## src/rtl/axis_packet_framer.sv

```systemverilog
// AXI-Stream packet framer: buffers raw words, drops null-strobe beats and cuts
// the stream into packets of cfg_pkt_len beats with a generated tlast.
module axis_packet_framer #(
  parameter int DATA_WIDTH = 32,
  parameter int FIFO_DEPTH = 16,
  parameter int LEN_WIDTH  = 8
) (
  input  logic                    axis_aclk,
  input  logic                    axis_areset,
  input  logic [LEN_WIDTH-1:0]    cfg_pkt_len,
  input  logic [DATA_WIDTH-1:0]   s01_axis_tdata,
  input  logic [DATA_WIDTH/8-1:0] s01_axis_tstrb,
  input  logic                    s01_axis_tvalid,
  input  logic                    s01_axis_tlast,
  output logic                    s01_axis_tready,
  output logic [DATA_WIDTH-1:0]   m01_axis_tdata,
  output logic [DATA_WIDTH/8-1:0] m01_axis_tstrb,
  output logic                    m01_axis_tvalid,
  output logic                    m01_axis_tlast,
  input  logic                    m01_axis_tready,
  output logic [15:0]             pkt_count,
  output logic                    short_pkt_err
);

  localparam int STRB_W  = DATA_WIDTH / 8;
  localparam int AW      = $clog2(FIFO_DEPTH);
  localparam int ENTRY_W = DATA_WIDTH + STRB_W + 1;

  typedef enum logic [1:0] {
    PKT_IDLE = 2'd0,
    PKT_BODY = 2'd1,
    PKT_LAST = 2'd2
  } pkt_state_t;

  logic [ENTRY_W-1:0]    mem [FIFO_DEPTH];
  logic [AW-1:0]         wr_ptr;
  logic [AW-1:0]         rd_ptr;
  logic [AW:0]           fifo_count;
  logic                  wr_en;
  logic                  rd_en;
  logic [DATA_WIDTH-1:0] head_data;
  logic [STRB_W-1:0]     head_strb;
  logic                  head_last;

  pkt_state_t            state;
  pkt_state_t            state_next;
  logic [LEN_WIDTH-1:0]  len_q;
  logic [LEN_WIDTH-1:0]  beat_cnt;
  logic                  start;
  logic [LEN_WIDTH-1:0]  eff_len;
  logic [LEN_WIDTH-1:0]  cur_len;
  logic [LEN_WIDTH-1:0]  next_cnt;
  logic                  at_len;
  logic                  end_pkt;
  logic                  set_short;
  logic                  out_hs;
  logic                  pkt_done;

  // Reset gates tready directly so no beat is taken while the block is held.
  assign s01_axis_tready = ~axis_areset & (fifo_count < (AW+1)'(FIFO_DEPTH));
  assign wr_en  = s01_axis_tvalid & s01_axis_tready & (s01_axis_tstrb != '0);
  assign rd_en  = (fifo_count != '0) & (~m01_axis_tvalid | m01_axis_tready);
  assign out_hs = m01_axis_tvalid & m01_axis_tready;
  assign {head_data, head_strb, head_last} = mem[rd_ptr];

  always_ff @(posedge axis_aclk) begin
    if (wr_en) mem[wr_ptr] <= {s01_axis_tdata, s01_axis_tstrb, s01_axis_tlast};
  end

  always_ff @(posedge axis_aclk or posedge axis_areset) begin
    if (axis_areset) begin
      wr_ptr     <= '0;
      rd_ptr     <= '0;
      fifo_count <= '0;
    end else begin
      if (wr_en) wr_ptr <= wr_ptr + 1'b1;
      if (rd_en) rd_ptr <= rd_ptr + 1'b1;
      case ({wr_en, rd_en})
        2'b10:   fifo_count <= fifo_count + 1'b1;
        2'b01:   fifo_count <= fifo_count - 1'b1;
        default: fifo_count <= fifo_count;
      endcase
    end
  end

  always_ff @(posedge axis_aclk or posedge axis_areset) begin
    if (axis_areset) state <= PKT_IDLE;
    else             state <= state_next;
  end

  always_comb begin
    state_next = state;
    case (state)
      PKT_IDLE: if (rd_en) state_next = end_pkt ? PKT_LAST : PKT_BODY;
      PKT_BODY: if (rd_en && end_pkt) state_next = PKT_LAST;
      PKT_LAST: begin
        // A load on the closing handshake opens the next packet directly.
        if (rd_en)       state_next = end_pkt ? PKT_LAST : PKT_BODY;
        else if (out_hs) state_next = PKT_IDLE;
      end
      default: state_next = PKT_IDLE;
    endcase
  end

  always_comb begin
    start     = rd_en & (state != PKT_BODY);
    eff_len   = (cfg_pkt_len == '0) ? LEN_WIDTH'(1) : cfg_pkt_len;
    cur_len   = start ? eff_len : len_q;
    next_cnt  = start ? LEN_WIDTH'(1) : beat_cnt + 1'b1;
    at_len    = (next_cnt == cur_len);
    end_pkt   = at_len | head_last;
    set_short = rd_en & head_last & ~at_len;
    pkt_done  = out_hs & m01_axis_tlast;
  end

  always_ff @(posedge axis_aclk or posedge axis_areset) begin
    if (axis_areset) begin
      len_q           <= '0;
      beat_cnt        <= '0;
      m01_axis_tdata  <= '0;
      m01_axis_tstrb  <= '0;
      m01_axis_tvalid <= 1'b0;
      m01_axis_tlast  <= 1'b0;
      pkt_count       <= '0;
      short_pkt_err   <= 1'b0;
    end else begin
      if (start) len_q <= eff_len;
      if (rd_en) begin
        beat_cnt        <= next_cnt;
        m01_axis_tdata  <= head_data;
        m01_axis_tstrb  <= head_strb;
        m01_axis_tvalid <= 1'b1;
        m01_axis_tlast  <= end_pkt;
      end else if (out_hs) begin
        m01_axis_tvalid <= 1'b0;
      end
      if (pkt_done)  pkt_count     <= pkt_count + 1'b1;
      if (set_short) short_pkt_err <= 1'b1;
    end
  end

endmodule

```

## config.mk

```make
export PLATFORM = sky130hd
export DESIGN_NAME = axis_packet_framer
export DESIGN_NICKNAME = d
export VERILOG_FILES = /design/src/rtl/axis_packet_framer.sv
export SDC_FILE = /design/constraint.sdc
export NUM_CORES = 1
export LEC_CHECK = 0
export BUFFER_PORTS_ARGS = -buffer_cell sky130_fd_sc_hd__buf_2
export CAP_MARGIN = 40
export CORE_ASPECT_RATIO = 1.2
export CORE_UTILIZATION = 64
export CTS_BUF_LIST = sky130_fd_sc_hd__clkbuf_2 sky130_fd_sc_hd__clkbuf_4 sky130_fd_sc_hd__clkbuf_8
export CTS_CLUSTER_DIAMETER = 120
export CTS_CLUSTER_SIZE = 30
export DETAILED_ROUTE_END_ITERATION = 16
export GPL_TIMING_DRIVEN = 1
export PLACE_DENSITY_LB_ADDON = 0.25
export SYNTH_ARGS = -nofsm -noshare
export SYNTH_HDL_FRONTEND = slang
export SYNTH_SLANG_ARGS = --single-unit
```

## constraint.sdc

```tcl
create_clock -name axis_aclk -period 5.7 [get_ports axis_aclk]
set_clock_uncertainty 0.15 [all_clocks]
set_input_delay 0.57 -clock axis_aclk [delete_from_list [all_inputs] [get_ports axis_aclk]]
set_output_delay 0.57 -clock axis_aclk [all_outputs]
set_load 0.05 [all_outputs]
```

**Yosys cells after proc, flatten, opt, wreduce, memory -nomap -nowiden**

Memories as Yosys holds them, arrays and structs flattened.
Index checks and enable logic that the tools add are counted.

- Magnitude comparators: 1
- Bitwise logic cells: 14
- Reduce and logical (&&, ||, !) cells: 8
- Multiplexer cells: 14
- Equality and inequality tests: 9
- Add/subtract/negate cells: 6

Operators by type and width:

| kind | count |
|---|---|
| $mux 8 | 3 |
| $add 16x1->16 const B | 1 |
| $mux 2 | 5 |
| $pmux 5 s2 | 1 |
| $and 1x1->1 | 9 |
| $add 4x1->4 const B | 2 |
| $add 8x1->8 const B | 1 |
| $eq 8x8->1 | 1 |
| $logic_not 8->1 | 1 |
| $pmux 2 s3 | 1 |
| $add 5x1->5 const B | 1 |
| $lt 5x5->1 const B | 1 |
| $reduce_bool 5->1 | 1 |
| $sub 5x1->5 const B | 1 |
| $eq 2x1->1 const B | 2 |
| $eq 2x2->1 const B | 2 |
| $mux 1 | 4 |
| $ne 2x2->1 const B | 2 |
| $reduce_bool 2->1 | 2 |
| $reduce_bool 4->1 | 1 |
| $ne 3x3->1 const B | 1 |
| $not 1->1 | 3 |
| $reduce_and 3->1 | 1 |
| $logic_not 2->1 | 1 |
| 3 further kinds | 4 |

- Memories: 1
- RAM bits: 592
- Logic and storage cells: 65
- Output and inout bits: 56
- Input port bits: 49
- Register bits: 86

Memories:

| memory | words | width | rd ports | clocked after Yosys merged registers in | write ports | line | source |
|---|---|---|---|---|---|---|---|
| mem | 16 | 37 | 1 | 0 | 1 | 35 | `logic [ENTRY_W-1:0] mem [FIFO_DEPTH];` |

**Depth between registers and ports, before layout**

Gate-level depths: netlist of the first run.

- Depth in word-level cells: 10
- Gate-level depth with buffers: 12
- Mapped depth without buffers: 12

**Worst setup path before layout of the first run**

No wires, ideal clock.

- Path type: in2reg
- From: in axis_areset
- To: mem mem[3][0] in the netlist's numbering, enable pin
- Data arrival time: 4.494 ns
- Path slack: 0.579 ns
- Library setup time: 0.477 ns
- Required time: 5.073 ns
- Cell stages on the path: 5
- Cells stage by stage: nor2_1 -> nand2_1 -> nor2_1 -> nand2_1 -> nor3_1

- Cells in the longest elaborated chain, start to end: 6

RTL lines:

| what | line | source |
|---|---|---|
| from (decl) | 9 | `input logic axis_areset,` |
| $not 1->1 | 60 | `assign s01_axis_tready = ~axis_areset & (fifo_count < (AW+1)'(FIFO_DEPTH));` |
| $and 1x1->1 | 60 |  |
| $and 1x1->1 (2 in a row) | 61 | `assign wr_en = s01_axis_tvalid & s01_axis_tready & (s01_axis_tstrb != '0);` |
| $mux 1 | 67 | `if (wr_en) mem[wr_ptr] <= {s01_axis_tdata, s01_axis_tstrb, s01_axis_tlast};` |
| $mux 1 (not written as such) | 67 |  |
| to (decl) | 35 |  |

Every way passes these cells.

**Worst setup path in the final report of the first run**

- From: reg fifo_count[0]
- To: reg fifo_count[4]

- Cells in the longest elaborated chain, start to end: 6

RTL lines:

| what | line | source |
|---|---|---|
| from (decl) | 38 | `logic [AW:0] fifo_count;` |
| from (signal assigned) | 79 | `2'b10: fifo_count <= fifo_count + 1'b1;` |
| from (signal assigned) | 80 | `2'b01: fifo_count <= fifo_count - 1'b1;` |
| from (signal assigned) | 81 | `default: fifo_count <= fifo_count;` |
| $lt 5x5->1 | 60 |  |
| $and 1x1->1 | 60 |  |
| $and 1x1->1 (2 in a row) | 61 |  |
| $eq 2x1->1 or $eq 2x2->1 (tied branches) | 78 | `case ({wr_en, rd_en})` |
| $pmux 5 s2 or $reduce_bool 2->1 (tied branches) | n/a |  |

Parallel ways exist; a longest one is shown, timed or not.
A chain may end at the register's enable or synchronous reset.

==> results.sh, run 1 <==
export IMPL_dp_cells=1945
export IMPL_antenna_found_initial=2
export IMPL_avgSynthCellArea_um2=19.7
export IMPL_p_leak_nw=9.53
export IMPL_grtUsageMet1=0.347
export IMPL_coreArea_mm2=0.0407
export IMPL_path_class="reg2reg"
export IMPL_synthAdderAreaFrac=0.00598
export IMPL_fin_crit_sh=0.587
export IMPL_critPathBufInv=1
export IMPL_chipWidth_um=187
export IMPL_critPathCapture="fifo_count[4]$_DFFE_PP0P_"
export IMPL_grt_pass1_vias=13328
export IMPL_yosysWarnings=0
export IMPL_clock_path_buffers=3
export IMPL_grtUsageMet2=0.458
export IMPL_synth_top_family_by_area="multiplexers"
export IMPL_final_seq_area_mm2=0.0199
export IMPL_drc=0
export IMPL_p_comb_frac=0.334
export IMPL_io_pins=105
export IMPL_fin_area_mm2=0.0282
export IMPL_yosys_area_share_simple=0.0324
export IMPL_root_buffer="clkbuf_8"
export IMPL_routed_via_density=6.46
export IMPL_crit_cells=10
export IMPL_detailed_place_area_mm2=0.0276
export IMPL_setup_viol=0
export IMPL_fill_cells=2523
export IMPL_max_cap_violations=0
export IMPL_syn_instance_count=1337
export IMPL_postRouteAntennaNets=0
export IMPL_critPathMaxStageDelay_ns=0.66
export IMPL_layout_setup_ws_ns=2.36
export IMPL_synth_main_ff_cell="edfxtp_1"
export IMPL_fin_tns_setup_ns=0
export IMPL_synth_nets=1398
export IMPL_met3_usage=0.0348
export IMPL_postCtsSetupRepairBufs=0
export IMPL_fin_cells=2004
export IMPL_routed_wl_um=54000
export IMPL_r2r_end="fifo_count[4]$_DFFE_PP0P_"
export IMPL_cts_tree="yes"
export IMPL_switching_share=0.340
export IMPL_synth_compound_gate_area_share=0.0353
export IMPL_path_cells="or4_1, o21ai_4, inv_2, ha_1, ha_1, nor2b_1, o21ai_0, a21oi_1, nor3_1, xor2_1"
export IMPL_die_area_mm2=0.0420
export IMPL_yosysSeqAreaShare=0.756
export IMPL_status="complete, no violations"
export IMPL_dpl_hpwl_um=31900
export IMPL_final_max_slew_viol_count=0
export IMPL_yosysUniqueCellTypes=49
export IMPL_rows=81
export IMPL_grt_pass1_wl_um=81300
export IMPL_multi_input_area_mm2=0.00610
export IMPL_initial_utilization=0.647
export IMPL_rsz0062_at_grt="no"
export IMPL_areaGrowthSynthToFinish_pct=6.92
export IMPL_htree_levels=1
export IMPL_synth_area_leaders="edfxtp_1 (67%), mux4_2 (11%), dfrtp_1 (8.2%)"
export IMPL_arrival_ns=3.82
export IMPL_hold_class="in2reg"
export IMPL_grt_max_degree=104
export IMPL_worst_pin_slew_ns=0.886
export IMPL_slew_headroom=0.409
export IMPL_num_vias=12950
export IMPL_critPathMaxFanout=28
export IMPL_p_clk_frac=0.157
export IMPL_fin_util=0.692
export IMPL_ir_drop_v=0.000344
export IMPL_synthXorXnorAreaFrac=0.0123
export IMPL_p_sw_w=0.00415
export IMPL_clock_sinks=678
export IMPL_power_density_mw_per_mm2=433
export IMPL_ys_seq_elements=678
export IMPL_synth_area_mm2=0.0264
export IMPL_yosysTopAreaCellShare=0.674
export IMPL_numPortBuffers=104
export IMPL_fmax_mhz=299
export IMPL_p_int_w=0.00805
export IMPL_grt_overflow=0
export IMPL_synth_mux_area_frac=0.141
export IMPL_critical_path_top_delay_family="simple AND/OR/NAND/NOR gates"
export IMPL_setup_worst_path_start="fifo_count[0]$_DFFE_PP0P_"
export IMPL_reg2reg_depth=10
export IMPL_cts_resized=0
export IMPL_dr_first_iter_drc_count=1053
export IMPL_grt_usage=0.265
export IMPL_layout_drive_gt1_share=0.233
export IMPL_cts_inserted_buffers=26
export IMPL_hold_buffers=9
export IMPL_timing_rr_start="fifo_count[0]$_DFFE_PP0P_"
export IMPL_period_needed_ns=3.34
export IMPL_clkLatencyLatePin_ns=0.68
export IMPL_cp_required_ns=6.17
export IMPL_place_ws_ns=2.19
export IMPL_p_seq_frac=0.509
export IMPL_regToRegSetupSlack_ns=2.36
export IMPL_wl_per_cell_um=26.9
export IMPL_crit_path_frequent_cell="ha_1"
export IMPL_async_flop_share=0.127
export IMPL_synth_edf_count=592
export IMPL_worstSetupStartpointType="register"
export IMPL_cp_end_kind="register"
export IMPL_die_height_um=224
export IMPL_clk_pin_slew_ns=0.17
export IMPL_yosys_area_top_type="edfxtp_1"
export IMPL_globalplace_congestion=0.822
export IMPL_busiest_layer="met2"
export IMPL_fin_nets=1504
export IMPL_drt_pass1_iterations=5
export IMPL_finalHoldViolCount=0
export IMPL_cp_slowest_cell="or4_1"
[worst register-to-register path, cell delays in order (launching register included)]
cell and delay [ns]:
dfrtp_1 0.46, or4_1 0.66, o21ai_4 0.19, inv_2 0.30
ha_1 0.37, ha_1 0.33, nor2b_1 0.14, o21ai_0 0.20
a21oi_1 0.10, nor3_1 0.22, xor2_1 0.17
[cell families (layout without fill, tap and decap cells)]
family	after synthesis	count (layout)
DFF	678	678
muxes	208	208
and+or+nand+nor	197	197
AOI/OAI and AO/OA	125	125
buffers and inverters	80	206
xor gates and xnor gates	37	37
adders and majority gates	12	12
other	0	2
[flip-flops by register name, indices dropped and copies added (netlist names), 2 cells and up]
| register | cells |
|---|---|
| rd_ptr | 4 |
| m01_axis_tstrb | 4 |
| mem | 592 |
| pkt_count | 16 |
| m01_axis_tdata | 32 |
| len_q | 8 |
| beat_cnt | 8 |
| wr_ptr | 4 |
| fifo_count | 5 |
| state | 2 |
[placed cells by master, fill, tap and decap left out, types with 3 or more instances in the layout]
| cell | n |
|---|---|
| clkbuf_8 | 27 |
| dfrtp_1 | 83 |
| buf_2 | 104 |
| mux2i_1 | 76 |
| dlygate4sd3_1 | 9 |
| nor2_4 | 12 |
| xnor2_1 | 26 |
| a21o_1 | 3 |
| o221ai_1 | 36 |
| nand2_1 | 126 |
| a21boi_0 | 18 |
| nand3_1 | 10 |
| nor3_1 | 4 |
| and4_1 | 3 |
| o21ai_0 | 14 |
| inv_1 | 8 |
| buf_4 | 32 |
| o22ai_1 | 18 |
| nand4_1 | 8 |
| nand2b_1 | 6 |
| nor2_1 | 8 |
| edfxtp_1 | 592 |
| and3_1 | 6 |
| clkbuf_4 | 20 |
| mux4_2 | 129 |
| xor2_1 | 11 |
| a21oi_1 | 3 |
| o31ai_1 | 19 |
| nor3_2 | 4 |
| ha_1 | 11 |
| nor4_1 | 4 |
[metal layers]
layer | routed length (um) | vias up
met2 | 28000 | 515
met4 | 1960 | 2
met5 | 11 | -
li1 | - | 5574
met1 | 20500 | 6744
met3 | 3590 | 115
[power by group through the flow]
stage / registers [W] / clock network [W] / logic [W]
finish: 0.00621 / 0.00191 / 0.00407
global route: 0.00627 / 0.00209 / 0.00433
CTS: 0.00622 / 0.00194 / 0.00410
detailed placement: 0.00633 / 0 / 0.00409
global placement: 0.00631 / 0 / 0.00401
floorplan: 0.00659 / 0 / 0.00279
[Yosys cell counts (3+ instances only)]
cell and number:
edfxtp_1 592, mux4_2 129, nand2_1 126, dfrtp_1 86, mux2i_1 76, o221ai_1 36
xnor2_1 26, buf_2 24, clkbuf_1 23, nor2_1 20, o31ai_1 19, a21boi_0 18
o22ai_1 18, buf_4 14, o21ai_0 14, ha_1 11, xor2_1 11, nand3_1 10
inv_1 9, nand4_1 8, nor3_1 8, and3_1 6, nand2b_1 6, nor4_1 4
a21o_1 3, a21oi_1 3, and4_1 3, buf_12 3
[stage by stage]
stage / hold WS, ns / total power [W]
global placement: 0.301 / 0.0103
CTS: 0.0673 / 0.0123
finish: 0.102 / 0.0122
detailed placement: 0.308 / 0.0104
floorplan: 0.308 / 0.00938
global route: 0.0654 / 0.0127
[cell type report]
cell class                 count  area share
timing repair buffer         147      0.0319
tap                          539      0.0239
clock inverter                 1    0.000577
clock buffer                  47      0.0185
antenna                        2    0.000178
sequential                   678       0.707
inverter                      11     0.00155
multi-input combinational    579       0.216
[worst min-delay path by stage]
stage	start	endpoint	slack (ns)	depth (start not counted)
after floorplan	len_q[0]$_DFF_PP0_	len_q[0]$_DFF_PP0_	0.31	2
after global placement	pkt_count[15]$_DFFE_PP0P_	pkt_count[15]$_DFFE_PP0P_	0.30	1
after detailed placement	m01_axis_tdata[5]$_DFFE_PP0P_	m01_axis_tdata[5]$_DFFE_PP0P_	0.31	2
after CTS	s01_axis_tdata[2]	mem[10][7]$_DFFE_PP_	0.07	1
after global routing	s01_axis_tdata[2]	mem[6][7]$_DFFE_PP_	0.07	1
final	s01_axis_tdata[16]	mem[0][21]$_DFFE_PP_	0.10	1
No activity file was read; power rests on OpenSTA's default activity.
==> inputs of run 2 (changes only) <==
Clock period 5.7 ns to 3.35 ns, I/O delays scaled along.
==> results.sh, run 2 (synthesized netlist as in run 1, its figures left out) <==
export IMPL_status="complete, no violations"
export IMPL_worstSetupStartpointType="register"
export IMPL_antenna_found_initial=2
export IMPL_mostFrequentLayoutCells="edfxtp_1 (592), mux4_2 (129), nand2_1 (126)"
export IMPL_drt_pass1_iterations=6
export IMPL_finalHoldViolCount=0
export IMPL_fmax_mhz=311
export IMPL_drc=0
export IMPL_grt_usage=0.269
export IMPL_layout_setup_ws_ns=0.132
export IMPL_p_leak_nw=9.87
export IMPL_cts_inserted_buffers=26
export IMPL_arrival_ns=3.68
export IMPL_grt_pass1_wl_um=83500
export IMPL_root_buffer="clkbuf_8"
export IMPL_regMostFlops="mem"
export IMPL_clock_path_buffers=3
export IMPL_chipWidth_um=187
export IMPL_num_vias=13229
export IMPL_cts_tree="yes"
export IMPL_clkLatencyLatePin_ns=0.68
export IMPL_fin_nets=1566
export IMPL_dr_first_iter_drc_count=1458
export IMPL_power_density_mw_per_mm2=724
export IMPL_worst_pin_slew_ns=0.909
export IMPL_numPortBuffers=104
export IMPL_die_height_um=224
export IMPL_cp_end_kind="register"
export IMPL_rsz0062_at_grt="no"
export IMPL_coreArea_mm2=0.0407
export IMPL_layout_drive_gt1_share=0.240
export IMPL_routed_wl_um=54800
export IMPL_slew_headroom=0.393
export IMPL_holdPathStages=5
export IMPL_reg2reg_depth=10
export IMPL_globalplace_congestion=0.784
export IMPL_setup_viol=0
export IMPL_areaGrowthSynthToFinish_pct=9.88
export IMPL_htree_levels=1
export IMPL_grt_pass1_vias=13813
export IMPL_largest_reg_flops=592
export IMPL_dpl_hpwl_um=32100
export IMPL_routed_via_density=6.41
export IMPL_critPathMaxFanout=5
export IMPL_fin_area_mm2=0.0290
export IMPL_grt_max_degree=67
export IMPL_fin_util=0.711
export IMPL_io_pins=105
export IMPL_period_needed_ns=3.22
export IMPL_place_ws_ns=0.148
export IMPL_initial_utilization=0.647
export IMPL_dp_cells=1969
export IMPL_reg_largest_list="mem (592), m01_axis_tdata (32), pkt_count (16)"
export IMPL_detailed_place_area_mm2=0.0280
export IMPL_postRouteAntennaNets=0
export IMPL_fin_crit_sh=0.960
export IMPL_wl_per_cell_um=26.5
export IMPL_ir_drop_v=0.000527
export IMPL_rows=81
export IMPL_die_area_mm2=0.0420
export IMPL_hold_class="in2reg"
export IMPL_final_max_slew_viol_count=0
export IMPL_final_common_cell="edfxtp_1"
export IMPL_grt_overflow=0
export IMPL_cts_resized=0
export IMPL_fin_cells=2065
export IMPL_hold_slack_ns=0.0741
export IMPL_path_class="reg2reg"
export IMPL_clk_pin_slew_ns=0.18
export IMPL_cp_required_ns=3.81
export IMPL_max_cap_violations=0
export IMPL_clock_sinks=678
[run 2: repair_timing]
| action | in CTS | in global routing |
|---|---|---|
| hold buffers | 47 | 0 |
| setup endpoints to repair | 0 | 0 |
| endpoints found under the hold margin | 638 | 0 |
| buffers inserted | 0 | 0 |
[run 2: stage by stage]
step | power (W) | setup TNS [ns]
global placement | 0.0177 | -0.0418
global route | 0.0218 | 0
finish | 0.0210 | 0
floorplan | 0.0160 | -132.54
detailed placement | 0.0179 | 0
CTS | 0.0211 | 0
[run 2: worst max-delay path, stage by stage, from the launching register on]
cell and delay (ns):
dfrtp_1 0.46, or4_1 0.66, o21ai_4 0.19, inv_2 0.05
ha_1 0.23, ha_1 0.33, nor2b_1 0.15, o21ai_0 0.26
a21oi_1 0.14, nor3_1 0.34, xor2_1 0.20
[run 2: where the power goes]
part	internal, W	leakage, nW	switching (W)	total, W
Clock	0.000980	0.288	0.00228	0.00326
Combinational	0.00309	3.19	0.00413	0.00722
Sequential	0.00983	6.39	0.000676	0.0105
[run 2: area by class of cell]
cell class | count | area [um2]
Clock buffer | 46 | 514
Sequential cell | 678 | 19900
Timing Repair Buffer | 209 | 1660
Multi-Input combinational cell | 579 | 6130
Antenna cell | 2 | 5.00
Inverter | 11 | 43.8
Tap cell | 539 | 674
Clock inverter | 1 | 16.3
Fill cell | 2493 | 11800
[run 2: final timing paths]
check                                     startpoint                              to  slack (ns)
setup reg to reg           fifo_count[0]$_DFFE_PP0P_       fifo_count[4]$_DFFE_PP0P_        0.13
hold reg to reg            pkt_count[15]$_DFFE_PP0P_       pkt_count[15]$_DFFE_PP0P_        0.34
min in group asynchronous                axis_areset       fifo_count[0]$_DFFE_PP0P_        0.10
hold / removal                       s01_axis_tvalid           wr_ptr[0]$_DFFE_PP0P_        0.07
setup / recovery           fifo_count[0]$_DFFE_PP0P_       fifo_count[4]$_DFFE_PP0P_        0.13
max in group asynchronous                axis_areset  m01_axis_tdata[22]$_DFFE_PP0P_        2.21
[run 2: metal layers]
| metal | wire, um | vias up | global-route usage | share of wire |
|---|---|---|---|---|
| met3 | 3430 | 87 | 0.0265 | 0.063 |
| li1 | - | 5700 | - | - |
| met1 | 21700 | 6932 | 0.373 | 0.40 |
| met2 | 28400 | 510 | 0.463 | 0.52 |
| met5 | 0 | - | 0 | 0 |
| met4 | 1270 | 0 | 0.0722 | 0.023 |
